**config.mk**
```make
export PLATFORM = sky130hd
export DESIGN_NAME = sprite_anim_layer_flat
export DESIGN_NICKNAME = d
export VERILOG_FILES = /design/src/rtl/sprite_anim_layer_if.sv /design/src/rtl/sprite_anim_layer.sv /design/src/flat_wrapper.sv
export SDC_FILE = /design/constraint.sdc
export NUM_CORES = 1
export LEC_CHECK = 0
export ABC_AREA = 1
export BUFFER_PORTS_ARGS = -buffer_cell sky130_fd_sc_hd__buf_4
export CORE_UTILIZATION = 45
export DETAILED_ROUTE_END_ITERATION = 16
export PLACE_DENSITY = 0.65
export REMOVE_ABC_BUFFERS = 1
export SLEW_MARGIN = 20
export SYNTH_ARGS = -nofsm -noshare
export SYNTH_HDL_FRONTEND = slang
export SYNTH_SLANG_ARGS = --single-unit
```
**constraint.sdc**
```tcl
create_clock -name vga_clk -period 6.3 [get_ports vga_clk]
set_input_delay 0.63 -clock vga_clk [delete_from_list [all_inputs] [get_ports vga_clk]]
set_output_delay 0.63 -clock vga_clk [all_outputs]
set_load 0.02 [all_outputs]
```
**src/rtl/sprite_anim_layer_if.sv**
```systemverilog
// Pixel-path bundle between the sprite layer, its external sprite ROM and the compositor.
// The mirror signal exists only when SPRITE_MIRROR_EN is defined.
interface sprite_anim_layer_if #(
    parameter int IDX_W   = 4,
    parameter int ADDR_W  = 14,
    parameter int FRAME_W = 2
);
    logic [9:0]        DrawX;
    logic [9:0]        DrawY;
    logic              blank;
    logic              frame_tick;
    logic [9:0]        pos_x;
    logic [9:0]        pos_y;
    logic              anim_en;
    logic              anim_restart;
`ifdef SPRITE_MIRROR_EN
    logic              mirror;
`endif
    logic [ADDR_W-1:0] rom_address;
    logic [IDX_W-1:0]  rom_q;
    logic [IDX_W-1:0]  sprite_idx;
    logic              sprite_hit;
    logic [FRAME_W-1:0] cur_frame;

`ifdef SPRITE_MIRROR_EN
    modport slave (
        input  DrawX, DrawY, blank, frame_tick, pos_x, pos_y, anim_en, anim_restart, mirror, rom_q,
        output rom_address, sprite_idx, sprite_hit, cur_frame
    );
    modport master (
        output DrawX, DrawY, blank, frame_tick, pos_x, pos_y, anim_en, anim_restart, mirror, rom_q,
        input  rom_address, sprite_idx, sprite_hit, cur_frame
    );
`else
    modport slave (
        input  DrawX, DrawY, blank, frame_tick, pos_x, pos_y, anim_en, anim_restart, rom_q,
        output rom_address, sprite_idx, sprite_hit, cur_frame
    );
    modport master (
        output DrawX, DrawY, blank, frame_tick, pos_x, pos_y, anim_en, anim_restart, rom_q,
        input  rom_address, sprite_idx, sprite_hit, cur_frame
    );
`endif
endinterface

```
**src/rtl/sprite_anim_layer.sv**
```systemverilog
// Positioned, integer-scaled, frame-animated sprite layer feeding a 1-cycle sync ROM; 3-stage pipeline.
// Optional horizontal flip is compiled in with SPRITE_MIRROR_EN.
module sprite_anim_layer #(
    parameter int SPR_W      = 51,
    parameter int SPR_H      = 43,
    parameter int FRAMES     = 4,
    parameter int IDX_W      = 4,
    parameter int SCALE_LOG2 = 2,
    parameter int ANIM_DIV   = 8,
    parameter int TRANSP_IDX = 0,
    parameter int ADDR_W     = $clog2(SPR_W * SPR_H * FRAMES)
) (
    input  logic vga_clk,
    input  logic reset,
    sprite_anim_layer_if.slave bus
);
    localparam int FRAME_W = (FRAMES > 1) ? $clog2(FRAMES) : 1;
    localparam int DIV_W   = (ANIM_DIV > 1) ? $clog2(ANIM_DIV) : 1;
    localparam logic [10:0] WIN_W = 11'(SPR_W << SCALE_LOG2);
    localparam logic [10:0] WIN_H = 11'(SPR_H << SCALE_LOG2);
    localparam int FRAME_SZ = SPR_W * SPR_H;

    logic [9:0]         act_x_q, act_x_d;
    logic [9:0]         act_y_q, act_y_d;
`ifdef SPRITE_MIRROR_EN
    logic               mirror_q, mirror_d;
`endif
    logic [DIV_W-1:0]   div_cnt_q, div_cnt_d;
    logic [FRAME_W-1:0] cur_frame_q, cur_frame_d;
    logic [ADDR_W-1:0]  rom_address_q, rom_address_d;
    logic               win1_q, win1_d;
    logic               win2_q, win2_d;
    logic [IDX_W-1:0]   sprite_idx_q, sprite_idx_d;
    logic               sprite_hit_q, sprite_hit_d;

    logic [10:0]        x11, y11, ax11, ay11, dx, dy;
    logic               in_win;
    logic [ADDR_W-1:0]  lx, ly;

    always_comb begin
        x11  = {1'b0, bus.DrawX};
        y11  = {1'b0, bus.DrawY};
        ax11 = {1'b0, act_x_q};
        ay11 = {1'b0, act_y_q};
        dx   = x11 - ax11;
        dy   = y11 - ay11;
        // 11-bit compare lets the window run off the right/bottom edge without wrapping
        in_win = bus.blank && (x11 >= ax11) && (x11 < ax11 + WIN_W)
                           && (y11 >= ay11) && (y11 < ay11 + WIN_H);
        lx = ADDR_W'(dx >> SCALE_LOG2);
        ly = ADDR_W'(dy >> SCALE_LOG2);
`ifdef SPRITE_MIRROR_EN
        if (mirror_q) begin
            lx = ADDR_W'(SPR_W - 1) - lx;
        end
`endif
        rom_address_d = '0;
        if (in_win) begin
            rom_address_d = ADDR_W'(cur_frame_q) * ADDR_W'(FRAME_SZ) + ly * ADDR_W'(SPR_W) + lx;
        end

        act_x_d = act_x_q;
        act_y_d = act_y_q;
`ifdef SPRITE_MIRROR_EN
        mirror_d = mirror_q;
`endif
        if (bus.frame_tick) begin
            act_x_d = bus.pos_x;
            act_y_d = bus.pos_y;
`ifdef SPRITE_MIRROR_EN
            mirror_d = bus.mirror;
`endif
        end

        div_cnt_d   = div_cnt_q;
        cur_frame_d = cur_frame_q;
        if (bus.anim_restart) begin
            div_cnt_d   = '0;
            cur_frame_d = '0;
        end else if (bus.frame_tick && bus.anim_en) begin
            if (div_cnt_q == DIV_W'(ANIM_DIV - 1)) begin
                div_cnt_d   = '0;
                cur_frame_d = (cur_frame_q == FRAME_W'(FRAMES - 1)) ? '0
                                                                    : cur_frame_q + FRAME_W'(1);
            end else begin
                div_cnt_d = div_cnt_q + DIV_W'(1);
            end
        end

        win1_d       = in_win;
        win2_d       = win1_q;
        sprite_hit_d = win2_q && (bus.rom_q != IDX_W'(TRANSP_IDX));
        sprite_idx_d = sprite_hit_d ? bus.rom_q : '0;
    end

    always_ff @(posedge vga_clk) begin
        if (reset) begin
            act_x_q       <= '0;
            act_y_q       <= '0;
`ifdef SPRITE_MIRROR_EN
            mirror_q      <= 1'b0;
`endif
            div_cnt_q     <= '0;
            cur_frame_q   <= '0;
            rom_address_q <= '0;
            win1_q        <= 1'b0;
            win2_q        <= 1'b0;
            sprite_idx_q  <= '0;
            sprite_hit_q  <= 1'b0;
        end else begin
            act_x_q       <= act_x_d;
            act_y_q       <= act_y_d;
`ifdef SPRITE_MIRROR_EN
            mirror_q      <= mirror_d;
`endif
            div_cnt_q     <= div_cnt_d;
            cur_frame_q   <= cur_frame_d;
            rom_address_q <= rom_address_d;
            win1_q        <= win1_d;
            win2_q        <= win2_d;
            sprite_idx_q  <= sprite_idx_d;
            sprite_hit_q  <= sprite_hit_d;
        end
    end

    assign bus.rom_address = rom_address_q;
    assign bus.sprite_idx  = sprite_idx_q;
    assign bus.sprite_hit  = sprite_hit_q;
    assign bus.cur_frame   = cur_frame_q;
endmodule

```
**src/flat_wrapper.sv**
```systemverilog
// flat-port wrapper written by rule: the top's interface ports become plain ports
module sprite_anim_layer_flat 
#(
    parameter int SPR_W      = 51,
    parameter int SPR_H      = 43,
    parameter int FRAMES     = 4,
    parameter int IDX_W      = 4,
    parameter int SCALE_LOG2 = 2,
    parameter int ANIM_DIV   = 8,
    parameter int TRANSP_IDX = 0,
    parameter int ADDR_W     = $clog2(SPR_W * SPR_H * FRAMES)
)
  (vga_clk, reset, bus_DrawX, bus_DrawY, bus_blank, bus_frame_tick, bus_pos_x, bus_pos_y, bus_anim_en, bus_anim_restart, bus_rom_q, bus_rom_address, bus_sprite_idx, bus_sprite_hit, bus_cur_frame);
  sprite_anim_layer_if #(.IDX_W(IDX_W), .ADDR_W(ADDR_W), .FRAME_W(((FRAMES > 1) ? $clog2(FRAMES) : 1))) bus_i ();
  input  logic vga_clk;
  input  logic reset;
  input wire logic [$bits(bus_i.DrawX)-1:0] bus_DrawX;
  input wire logic [$bits(bus_i.DrawY)-1:0] bus_DrawY;
  input wire logic [$bits(bus_i.blank)-1:0] bus_blank;
  input wire logic [$bits(bus_i.frame_tick)-1:0] bus_frame_tick;
  input wire logic [$bits(bus_i.pos_x)-1:0] bus_pos_x;
  input wire logic [$bits(bus_i.pos_y)-1:0] bus_pos_y;
  input wire logic [$bits(bus_i.anim_en)-1:0] bus_anim_en;
  input wire logic [$bits(bus_i.anim_restart)-1:0] bus_anim_restart;
  input wire logic [$bits(bus_i.rom_q)-1:0] bus_rom_q;
  output wire logic [$bits(bus_i.rom_address)-1:0] bus_rom_address;
  output wire logic [$bits(bus_i.sprite_idx)-1:0] bus_sprite_idx;
  output wire logic [$bits(bus_i.sprite_hit)-1:0] bus_sprite_hit;
  output wire logic [$bits(bus_i.cur_frame)-1:0] bus_cur_frame;
  assign bus_i.DrawX = bus_DrawX;
  assign bus_i.DrawY = bus_DrawY;
  assign bus_i.blank = bus_blank;
  assign bus_i.frame_tick = bus_frame_tick;
  assign bus_i.pos_x = bus_pos_x;
  assign bus_i.pos_y = bus_pos_y;
  assign bus_i.anim_en = bus_anim_en;
  assign bus_i.anim_restart = bus_anim_restart;
  assign bus_i.rom_q = bus_rom_q;
  assign bus_rom_address = bus_i.rom_address;
  assign bus_sprite_idx = bus_i.sprite_idx;
  assign bus_sprite_hit = bus_i.sprite_hit;
  assign bus_cur_frame = bus_i.cur_frame;
  sprite_anim_layer #(.SPR_W(SPR_W), .SPR_H(SPR_H), .FRAMES(FRAMES), .IDX_W(IDX_W), .SCALE_LOG2(SCALE_LOG2), .ANIM_DIV(ANIM_DIV), .TRANSP_IDX(TRANSP_IDX), .ADDR_W(ADDR_W)) u_core (.vga_clk(vga_clk), .reset(reset), .bus(bus_i));
endmodule
```
==> impl_metrics.csv, run 1 <==
group,metric,value,unit
power,p_int,1.42,mW
route,finalWirelength,9770,um
clock_tree,cts_inserted_buffers,5,
setup_path,critPathCaptureType,"register",
power,power.share.clock,0.060,
synthesis,synth_flop_cell,"dfxtp_1",
power,comb_power_share,0.839,
synthesis,ys_seq_area_frac,0.188,
synthesis,yosys-top-cells-area,"ha_1 22%, dfxtp_1 19%, inv_1 12%",
global_routing,grt_pass1_wl,16800,um
synthesis,synth_common_cells,"151 x inv_1, 115 x nand2_1, 86 x ha_1",
global_routing,antenna_found_initial,0,
timing,fin_ws,1.35,ns
power,p_per_area,561,nW/um2
route,via_per_inst,4.75,
synthesis,avgSynthCellArea,7.33,um2
global_routing,grt_max_degree,39,
global_routing,grt_usage,0.182,
route,wire_per_inst,11.2,um
timing,setup_viol,0,
route,drt_iter0_drc,109,
clock_tree,clk_latency,0.30,ns
synthesis,synth_top_family_by_area,"adder cells",
floorplanning,ioPinCount,71,
finish,num_antenna_cells,0,
setup_path,slowest_delay,0.54,ns
timing,tns,0,ns
setup_path,crit_slowest_cell,"fa_1",
synthesis,postSynth.asyncResetShare,0,
worst_hold_path,worstHoldPathType,"reg -> reg",
synthesis,synthMuxAreaShare,0,
synthesis,synth_cell_types,28,
finish,syn_to_final_growth,15.2,%
floorplanning,die_y,106,um
power,p_seq_frac,0.101,
clock_tree,numClockSinks,46,
synthesis,synth.most_common_cell,"inv_1",
setup_path,critPathArrivalTime,5.18,ns
synthesis,synthCells,668,
power,p_sw_frac,0.552,
floorplanning,die_x,106,um
timing,skew,0.00708,ns
finish,fillers,998,
power,power.leakage,3.09,nW
clock_tree,cts-htree-levels,2,
synthesis,syn-cell-area,4900,um2
synthesis,synthXorXnorAreaFrac,0.0572,
timing,drv_slew,0,
global_routing,grt-ovfl-total,0,
power,max-vdd-ir-drop,494,uV
floorplanning,core.rowCount,37,
floorplanning,fp.coreArea,10400,um2
placement,pre_cts_slack,1.03,ns
route,route.detailed.drc,0,
setup_path,required,6.53,ns
setup_path,critPathBufInv,5,
clock_tree,cts_buffer_depth,2,
route,vias,4152,
outcome,status,"completed",
setup_path,crit_family,"adder cells",
timing,max_slew_margin,0.389,
timing,tightest_slew,0.916,ns
job,max-cap-violations,0,
placement,placed_cell_area,5550,um2
synthesis,yosys.area.top_type,"ha_1",
floorplanning,die-area,11300,um2
clock_tree,hold_buffers,0,
power,p_switching,1.75,mW
synthesis,synthAdderAreaFrac,0.322,
floorplanning,start_util,0.470,
route,antenna_left,0,
finish,fin_area,5640,um2
setup_path,cp_max_fo,5,
timing,fmax,202,MHz
placement,place_congestion,0.878,
setup_path,critPathKind,"in -> reg",
placement,port-buffer-count,70,
clock_tree,cts_root_buffer,"clkbuf_8",
timing,timing.final.crit_period,4.95,ns
placement,hpwl,8620,um
global_routing,grt_pass1_vias,3997,
synthesis,yosysTopAreaCellShare,0.220,
synthesis,synth_edf_count,0,
clock_tree,cts_resized,0,
setup_path,start_kind,"input port",
route,drt_pass1_iterations,6,
synthesis,synthSimpleGateAreaFrac,0.205,
timing,fin_crit_sh,0.785,
timing,hold_viol,0,
setup_path,cp_common_cell,"nand2_1",
synthesis,synth-compound-area-share,0.102,
synthesis,yosys_warnings,0,
synthesis,yosys_register_bits,46,
finish,drive_gt1_frac,0.134,
finish,nets,898,
clock_tree,clk_pin_slew,0.09,ns
clock_tree,cts_setup_buffers,0,
timing,grt_setup_unrepaired,"false",
clock_tree,cts_tree,"yes",
==> kinds of logic after synthesis <==
group | count (synthesis)
AOI/OAI and AO/OA | 93
xor gates and xnor gates | 32
adders and majority gates | 111
buffers and inverters | 161
DFF | 46
and+or+nand+nor | 225
==> power by group through the flow <==
stage                     clock (mW)  sequential (mW)  combinational [mW]
after global routing           0.211            0.323                3.10
after CTS                      0.200            0.321                2.68
after global placement             0            0.327                2.62
after detailed placement           0            0.327                2.66
after floorplan                    0            0.340                2.15
final                          0.190            0.320                2.66
==> worst paths after layout <==
kind                      from                         end  slack [ns]  cells after the start
max               bus_DrawY[1]  u_core.bus.rom_address[13]        1.35                     26
max reg2reg  u_core.act_y_q[1]  u_core.bus.rom_address[13]        1.45                     26
min              u_core.win1_q               u_core.win2_q        0.41                      2
min reg2reg      u_core.win1_q               u_core.win2_q        0.41                      2
==> through the flow <==
stage	hold slack, ns	utilization	power, mW	std cells
finish	0.409	0.542	3.17	874
global route	0.431	0.542	3.64	874
CTS	0.417	0.542	3.20	874
detailed placement	0.403	0.533	2.99	866
global placement	0.397	0.533	2.95	866
floorplan	0.388	-	2.49	660
==> worst register-to-register path, cell delays in order, from the launching register on <==
cell and delay [ns]:
dfxtp_1 0.31, inv_1 0.05, ha_1 0.28, nand2_1 0.07, nand2_1 0.12, a21o_1 0.22
nand2_1 0.07, nand2_1 0.07, nand3_1 0.09, nand2_1 0.08, a21oi_1 0.30, ha_1 0.34
fa_1 0.51, fa_1 0.54, inv_1 0.05, fa_1 0.52, inv_1 0.04, ha_1 0.34
nand2_1 0.12, inv_1 0.06, a21oi_1 0.14, nand2_1 0.09, nand2_1 0.06, nand3_1 0.06
nand2_1 0.06, inv_1 0.05, nor3_2 0.14
==> layout make-up <==
type                    count  area, um2  share of cell area
repair buffers             70        526              0.0931
well taps                 136        170              0.0302
clock inverters             3       25.0             0.00444
inverters                 153        574               0.102
multi-input cells         461       3360               0.595
clock buffers               5       68.8              0.0122
flip-flops and latches     46        921               0.163
==> flip-flops by register name, indices dropped and copies added (netlist names) <==
| name | count |
|---|---|
| u_core.bus.rom_address | 14 |
| u_core.act_x_q | 10 |
| u_core.act_y_q | 10 |
| u_core.bus.sprite_idx | 4 |
| u_core.div_cnt_q | 3 |
| u_core.bus.cur_frame | 2 |
| u_core.bus.sprite_hit | 1 |
| u_core.win1_q | 1 |
| u_core.win2_q | 1 |
==> cells in the final DEF (no fill, tap or decap), drive strengths merged <==
cell / synthesis / layout
o22ai: 1 / 1
nand3: 21 / 21
dfxtp: 46 / 46
nor3: 18 / 18
nand2: 120 / 120
ha: 86 / 86
clkinv: 0 / 1
fa: 25 / 25
nor4: 1 / 1
o21ai: 31 / 31
nor2: 57 / 57
nand4: 7 / 7
a21o: 5 / 5
nand3b: 1 / 1
buf: 2 / 70
inv: 153 / 154
xnor2: 9 / 9
o21a: 2 / 2
xor2: 23 / 23
a21oi: 50 / 50
clkinvlp: 0 / 1
o21bai: 4 / 4
clkbuf: 6 / 5
==> metal layers <==
layer,vias to the layer above,global-route usage,routed length [um]
met5,-,0,0
met4,0,0.0268,46
met3,4,0.0294,350
met2,74,0.339,4810
met1,1845,0.222,4570
li1,2229,-,-
Note: power is estimated with default switching activity, not from simulation.
==> run 2, diff against run 1 <==
ABC_AREA = 0   (was 1)
PLACE_DENSITY = 0.66   (was 0.65)
clock period = 4.71 ns   (was 6.3 ns; I/O delays follow)
==> run 2 against run 1 <==
Against the previous run: the flow now finishes with violations (setup timing); global-route usage rose by 2.8 points; flip-flop and latch count stayed put; non-clock buffer count increased by 104; first-iteration DRC count fell by 49%; via count is 5.9% lower; synthesized area decreased by 8.7%; highest routed layer unchanged.
==> impl_metrics.csv, run 2 <==
group,metric,value,unit
floorplanning,die-area,10300,um2
floorplanning,fp.coreArea,9680,um2
timing,drv_slew,0,
route,route.detailed.drc,0,
global_routing,grt_pass1_vias,4016,
floorplanning,ioPinCount,71,
setup_path,rr_worst_depth,23,
timing,tns,-0.299,ns
finish,final_common_cell,"buf_4",
finish,drive_gt1_frac,0.359,
setup_path,crit_slowest_cell,"fa_1",
setup_path,cp_common_cell,"inv_2",
setup_path,reg2reg_slack,-0.08,ns
route,drt_pass1_iterations,4,
route,via_per_inst,4.86,
finish,final_cells,804,
placement,placed_cells,784,
synthesis,synth.most_common_cell,"inv_1",
placement,port-buffer-count,70,
synthesis,synth_common_cells,"91 x inv_1, 86 x ha_1, 50 x nor2_1",
floorplanning,die_x,102,um
job,max-cap-violations,0,
clock_tree,cts-htree-levels,2,
global_routing,busiest_layer,"met2",
synthesis,yosysTopAreaCellShare,0.241,
outcome,status,"complete, but fails checks",
synthesis,yosys-top-cells-area,"ha_1 24%, dfxtp_1 21%, fa_1 11%",
clock_tree,clk_latency,0.31,ns
worst_hold_path,min_path_cells,2,
power,max-vdd-ir-drop,584,uV
global_routing,grt_max_degree,30,
timing,setup_viol,5,
power,power.leakage,3.14,nW
clock_tree,cts_buffer_depth,2,
setup_path,required,4.91,ns
floorplanning,core.rowCount,36,
timing,fmax,209,MHz
timing,whs,0.348,ns
synthesis,synth_cell_types,56,
worst_hold_path,min_from,"bus_anim_restart",
finish,utilization,0.651,
timing,hold_viol,0,
power,p_per_area,754,nW/um2
setup_path,slowest_delay,0.51,ns
route,vias,3908,
clock_tree,numClockSinks,46,
global_routing,use_met1,0.249,
synthesis,yosys_warnings,0,
synthesis,syn-cell-area,4470,um2
synthesis,avgSynthCellArea,9.00,um2
global_routing,gr-usage-met3,0.0304,
global_routing,grt-ovfl-total,0,
timing,grt_setup_unrepaired,"true",
clock_tree,cts_root_buffer,"clkbuf_8",
finish,fin_area,6300,um2
route,wire_per_inst,12.7,um
synthesis,synthCells,497,
global_routing,antenna_found_initial,0,
setup_path,r2r_end,"u_core.bus.rom_address[11]",
synthesis,yosys_register_bits,46,
synthesis,postSynth.asyncResetShare,0,
placement,hpwl,8290,um
synthesis,synth_flop_cell,"dfxtp_1",
global_routing,grt_usage,0.210,
timing,fin_ws,-0.0775,ns
route,antenna_left,0,
route,finalWirelength,10200,um
setup_path,start_kind,"register",
setup_path,r2r_start,"u_core.act_y_q[6]",
timing,max_slew_margin,0.690,
outcome,violations,"setup timing",
placement,placed_cell_area,5820,um2
setup_path,cp_max_fo,5,
floorplanning,die_y,102,um
setup_path,critPathArrivalTime,4.99,ns
floorplanning,start_util,0.462,
synthesis,synth_edf_count,0,
power,total_power,4.75,mW
clock_tree,clk_pin_slew,0.10,ns
timing,tightest_slew,0.464,ns
worst_hold_path,worstHoldPathType,"in -> reg",
placement,pre_cts_slack,-0.745,ns
clock_tree,cts_tree,"yes",
timing,timing.final.crit_period,4.79,ns
clock_tree,cts_inserted_buffers,5,
timing,fin_crit_sh,1.02,
setup_path,crit_chain,"inv_2 > ha_4 > nand4_1 > a211oi_2 > or3_4 > a21o_1 > xor2_2 > ha_1 > inv_2 > fa_1 > inv_1 > fa_1 > inv_2 > fa_1 > inv_2 > ha_4 > nand3_2 > o211ai_1 > buf_4 > a31oi_4 > a21oi_2 > xnor2_1 > nor2_1",
finish,largest_reg_flops,14,
finish,num_antenna_cells,0,
setup_path,critPathKind,"reg -> reg",
placement,place_congestion,0.834,
setup_path,critPathCaptureType,"register",
synthesis,ys_seq_area_frac,0.206,
finish,syn_to_final_growth,40.9,%
route,drt_iter0_drc,56,
global_routing,grt_pass1_wl,17100,um
clock_tree,hold_buffers,0,
global_routing,grtUsageMet2,0.386,
finish,final_cell_mix,"172 x buf_4, 82 x inv_1, 73 x ha_1",
synthesis,yosys.area.top_type,"ha_1",
finish,nets,831,
timing,skew,0.0107,ns
worst_hold_path,hold_end,"u_core.div_cnt_q[2]",
-- run 2: changes by cell type after synthesis, sizes merged, moves of 5 or more --
cell   previous run  this run
nand2           120         4
inv             153        92
a21oi            50        24
mux2i             0        23
o21ai            31        12
xnor2             9        26
xor2             23         9
nand3            21         8
nor2             57        50
nor2b             0         5
-- run 2: how the worst max path moves through the flow --
stage                 startpoint                          to  slack, ns  depth (start not counted)
2_1_floorplan       bus_DrawY[2]  u_core.bus.rom_address[13]      -0.47                         21
3_3_place_gp        bus_DrawY[2]  u_core.bus.rom_address[13]      -0.66                         22
3_5_place_dp        bus_DrawY[2]  u_core.bus.rom_address[13]      -0.74                         22
4_1_cts        u_core.act_y_q[6]  u_core.bus.rom_address[12]      -0.06                         22
5_1_grt        u_core.act_y_q[4]  u_core.bus.rom_address[11]      -0.32                         23
6_report       u_core.act_y_q[6]  u_core.bus.rom_address[11]      -0.08                         23
-- run 2: kinds of logic after synthesis --
logic type	count (synthesis)	synth area share
mux	23	0.0515
xor+xnor	35	0.0686
fa+ha+maj	111	0.353
buf+inv	100	0.0853
compound gates	77	0.120
simple gates	105	0.116
flops	46	0.206
-- run 2: per-layer routing --
layer  share of wire  vias up
li1                -     2002
met3           0.028       18
met2            0.51       64
met5               0        -
met4           0.022        0
met1            0.44     1824
-- run 2: layout make-up --
cell class              instances  area [um2]
fillers                       803        3380
inverters                      92         348
clock buffers                   7        86.3
well taps                     133         166
multi-input cells             351        3450
clock inverters                 1        8.76
repair buffers                174        1310
flip-flops and latches         46         928
-- run 2: worst max-delay path, delay by kind of cell (launching register included) --
family	cells	cell delay [ns]
adders and majority gates	6	2.33
AOI/OAI and AO/OA	5	0.71
xor gates and xnor gates	2	0.28
buffers and inverters	6	0.42
and+or+nand+nor	4	0.61
DFF	1	0.35
-- run 2: where the power goes --
part	switching, mW	total, mW	internal (mW)
logic	1.92	4.05	2.13
registers	0.0104	0.423	0.412
clock network	0.153	0.275	0.122
-- run 2: timing repair --
item / CTS / global route
setup buffers: 8 / 5
resized for setup: 51 / 12
endpoints found under the setup margin: 8 / 8
hold endpoints to repair: 0 / 0
pin swaps: 33 / 9
==> run 3, diff against run 2 <==
CORE_ASPECT_RATIO = 1.5   (was not set)
PLACE_DENSITY = not set   (was 0.66)
PLACE_DENSITY_LB_ADDON = 0.05   (was not set)
==> run 3 against run 2 <==
Against the previous run: the flow still finishes with violations (setup timing); highest routed layer unchanged; combinational power is 12% higher; power grew 12%; largest cell class unchanged; critical endpoint unchanged; final cell count down 0.50%; sequential share of layout area decreased by 0.62 points; non-clock buffer count increased by 14; sequential power about the same; register-to-register slack lost 0.12 ns; routed wire length up 4.9%; design area increased by 4.1%.
==> impl_metrics.csv, run 3 (synthesized netlist as in run 2, its figures left out) <==
group,metric,value,unit
setup_path,reg2reg_slack,-0.20,ns
outcome,status,"complete, but fails checks",
global_routing,grt_pass1_vias,4044,
global_routing,antenna_found_initial,0,
global_routing,grt_pass1_wl,17300,um
setup_path,rr_worst_depth,22,
finish,final_cell_mix,"182 x buf_4, 81 x inv_1, 70 x ha_1",
global_routing,grt_usage,0.209,
job,max-cap-violations,0,
outcome,violations,"setup timing",
timing,timing.final.crit_period,4.91,ns
power,p_per_area,811,nW/um2
setup_path,critPathKind,"reg -> reg",
power,power.leakage,3.25,nW
global_routing,grt-ovfl-total,0,
route,wire_per_inst,13.4,um
finish,nets,845,
power,p_seq_frac,0.079,
setup_path,start_kind,"register",
clock_tree,hold_buffers,0,
timing,grt_setup_unrepaired,"true",
route,drt_iter0_drc,71,
setup_path,cp_common_cell,"ha_4",
power,p_switching,2.26,mW
placement,place_congestion,0.838,
power,total_power,5.32,mW
finish,syn_to_final_growth,46.7,%
floorplanning,die_x,83.4,um
floorplanning,fp.coreArea,9690,um2
route,via_per_inst,5.04,
timing,drv_slew,0,
clock_tree,clk_latency,0.30,ns
placement,port-buffer-count,70,
setup_path,cp_max_fo,5,
setup_path,r2r_end,"u_core.bus.rom_address[11]",
clock_tree,cts_inserted_buffers,5,
worst_hold_path,min_path_cells,2,
floorplanning,die_y,124,um
route,antenna_left,0,
floorplanning,start_util,0.462,
worst_hold_path,worstHoldPathType,"in -> reg",
power,p_sw_frac,0.425,
power,max-vdd-ir-drop,1450,uV
route,finalWirelength,10700,um
clock_tree,cts-htree-levels,2,
worst_hold_path,min_from,"bus_anim_restart",
clock_tree,clk_pin_slew,0.07,ns
timing,setup_viol,6,
placement,pre_cts_slack,-0.799,ns
clock_tree,cts_tree,"yes",
finish,largest_reg_flops,14,
worst_hold_path,hold_end,"u_core.bus.cur_frame[1]",
finish,drive_gt1_frac,0.387,
floorplanning,core.rowCount,44,
setup_path,slowest_delay,0.54,ns
finish,utilization,0.677,
route,drt_pass1_iterations,4,
clock_tree,numClockSinks,46,
power,comb_power_share,0.850,
global_routing,grt_max_degree,30,
timing,fin_crit_sh,1.04,
clock_tree,cts_buffer_depth,2,
timing,fmax,204,MHz
setup_path,crit_chain,"inv_2 > ha_4 > a211oi_2 > nor2_2 > or3_4 > a21o_1 > buf_6 > a21oi_4 > xnor2_4 > buf_6 > ha_4 > fa_2 > fa_1 > inv_1 > fa_1 > inv_2 > ha_4 > or2_2 > a21oi_2 > a21oi_2 > xnor2_1 > nor2_1",
timing,skew,0.00593,ns
power,p_int,3.06,mW
setup_path,critPathCaptureType,"register",
clock_tree,cts_root_buffer,"clkbuf_16",
floorplanning,ioPinCount,71,
floorplanning,die-area,10300,um2
finish,final_common_cell,"buf_4",
setup_path,critPathArrivalTime,5.08,ns
timing,tightest_slew,0.469,ns
power,power.share.clock,0.070,
route,vias,4034,
route,route.detailed.drc,0,
setup_path,crit_slowest_cell,"fa_1",
timing,max_slew_margin,0.686,
timing,fin_ws,-0.199,ns
timing,hold_viol,0,
setup_path,r2r_start,"u_core.act_y_q[4]",
finish,num_antenna_cells,0,
placement,hpwl,8330,um
setup_path,required,4.88,ns
==> run 3: cell types whose count changed in the layout (fill, tap and decap cells not counted), sizes merged <==
cell / change
buf: +14
==> run 3: worst max path at each step <==
| stage | to | start | depth (start not counted) |
|---|---|---|---|
| after floorplan | u_core.bus.rom_address[13] | bus_DrawY[2] | 21 |
| after global placement | u_core.bus.rom_address[13] | bus_DrawY[2] | 22 |
| after detailed placement | u_core.bus.rom_address[13] | bus_DrawY[4] | 22 |
| after CTS | u_core.bus.rom_address[12] | u_core.act_y_q[4] | 21 |
| after global routing | u_core.bus.rom_address[10] | u_core.act_y_q[4] | 22 |
| final | u_core.bus.rom_address[11] | u_core.act_y_q[4] | 22 |
==> run 3: what timing repair did <==
action                     in CTS  in global routing
setup endpoints to repair       8                  8
hold endpoints to repair        0                  0
setup buffers                  17                  4
pin swaps                      49                 25
resized for setup              52                 25
==> run 3: per-layer routing <==
| metal | global-route usage | vias to the layer above | wire, um |
|---|---|---|---|
| met1 | 0.207 | 1919 | 4170 |
| met3 | 0.0278 | 18 | 262 |
| met5 | 0 | - | 0 |
| li1 | - | 2036 | - |
| met4 | 0.0959 | 0 | 305 |
| met2 | 0.426 | 61 | 6000 |
==> run 3: power groups by stage <==
| stage | Clock (mW) | Sequential, mW | Combinational [mW] |
|---|---|---|---|
| floorplan | 0 | 0.445 | 2.07 |
| global placement | 0 | 0.430 | 3.14 |
| detailed placement | 0 | 0.430 | 3.21 |
| CTS | 0.387 | 0.422 | 4.09 |
| global route | 0.394 | 0.424 | 5.04 |
| finish | 0.375 | 0.422 | 4.52 |
==> run 3: worst max-delay path, delay by kind of cell (launching register included) <==
kind	cells	cell delay, ns
buffers and inverters	5	0.41
XOR/XNOR	2	0.30
adder cells (fa/ha/maj)	6	2.09
AND/OR/NAND/NOR	4	0.79
flip-flops	1	0.33
AO/OA/AOI/OAI	5	0.86
==> run 3: final cells by class <==
class / instances / area [um2]
Sequential cell: 46 / 926
Inverter: 92 / 345
Fill cell: 771 / 3130
Multi-Input combinational cell: 351 / 3550
Clock buffer: 7 / 143
Tap cell: 115 / 144
Timing Repair Buffer: 188 / 1450
Clock inverter: 1 / 8.76
==> run 3: through the flow <==
stage,instances,hold WS [ns],instance area [um2],setup TNS [ns]
floorplan,489,0.414,4440,-2.15
global placement,772,0.418,5840,-4.18
detailed placement,772,0.439,5840,-4.96
CTS,796,0.373,6400,-0.529
global route,800,0.376,6560,-2.28
finish,800,0.374,6560,-0.959
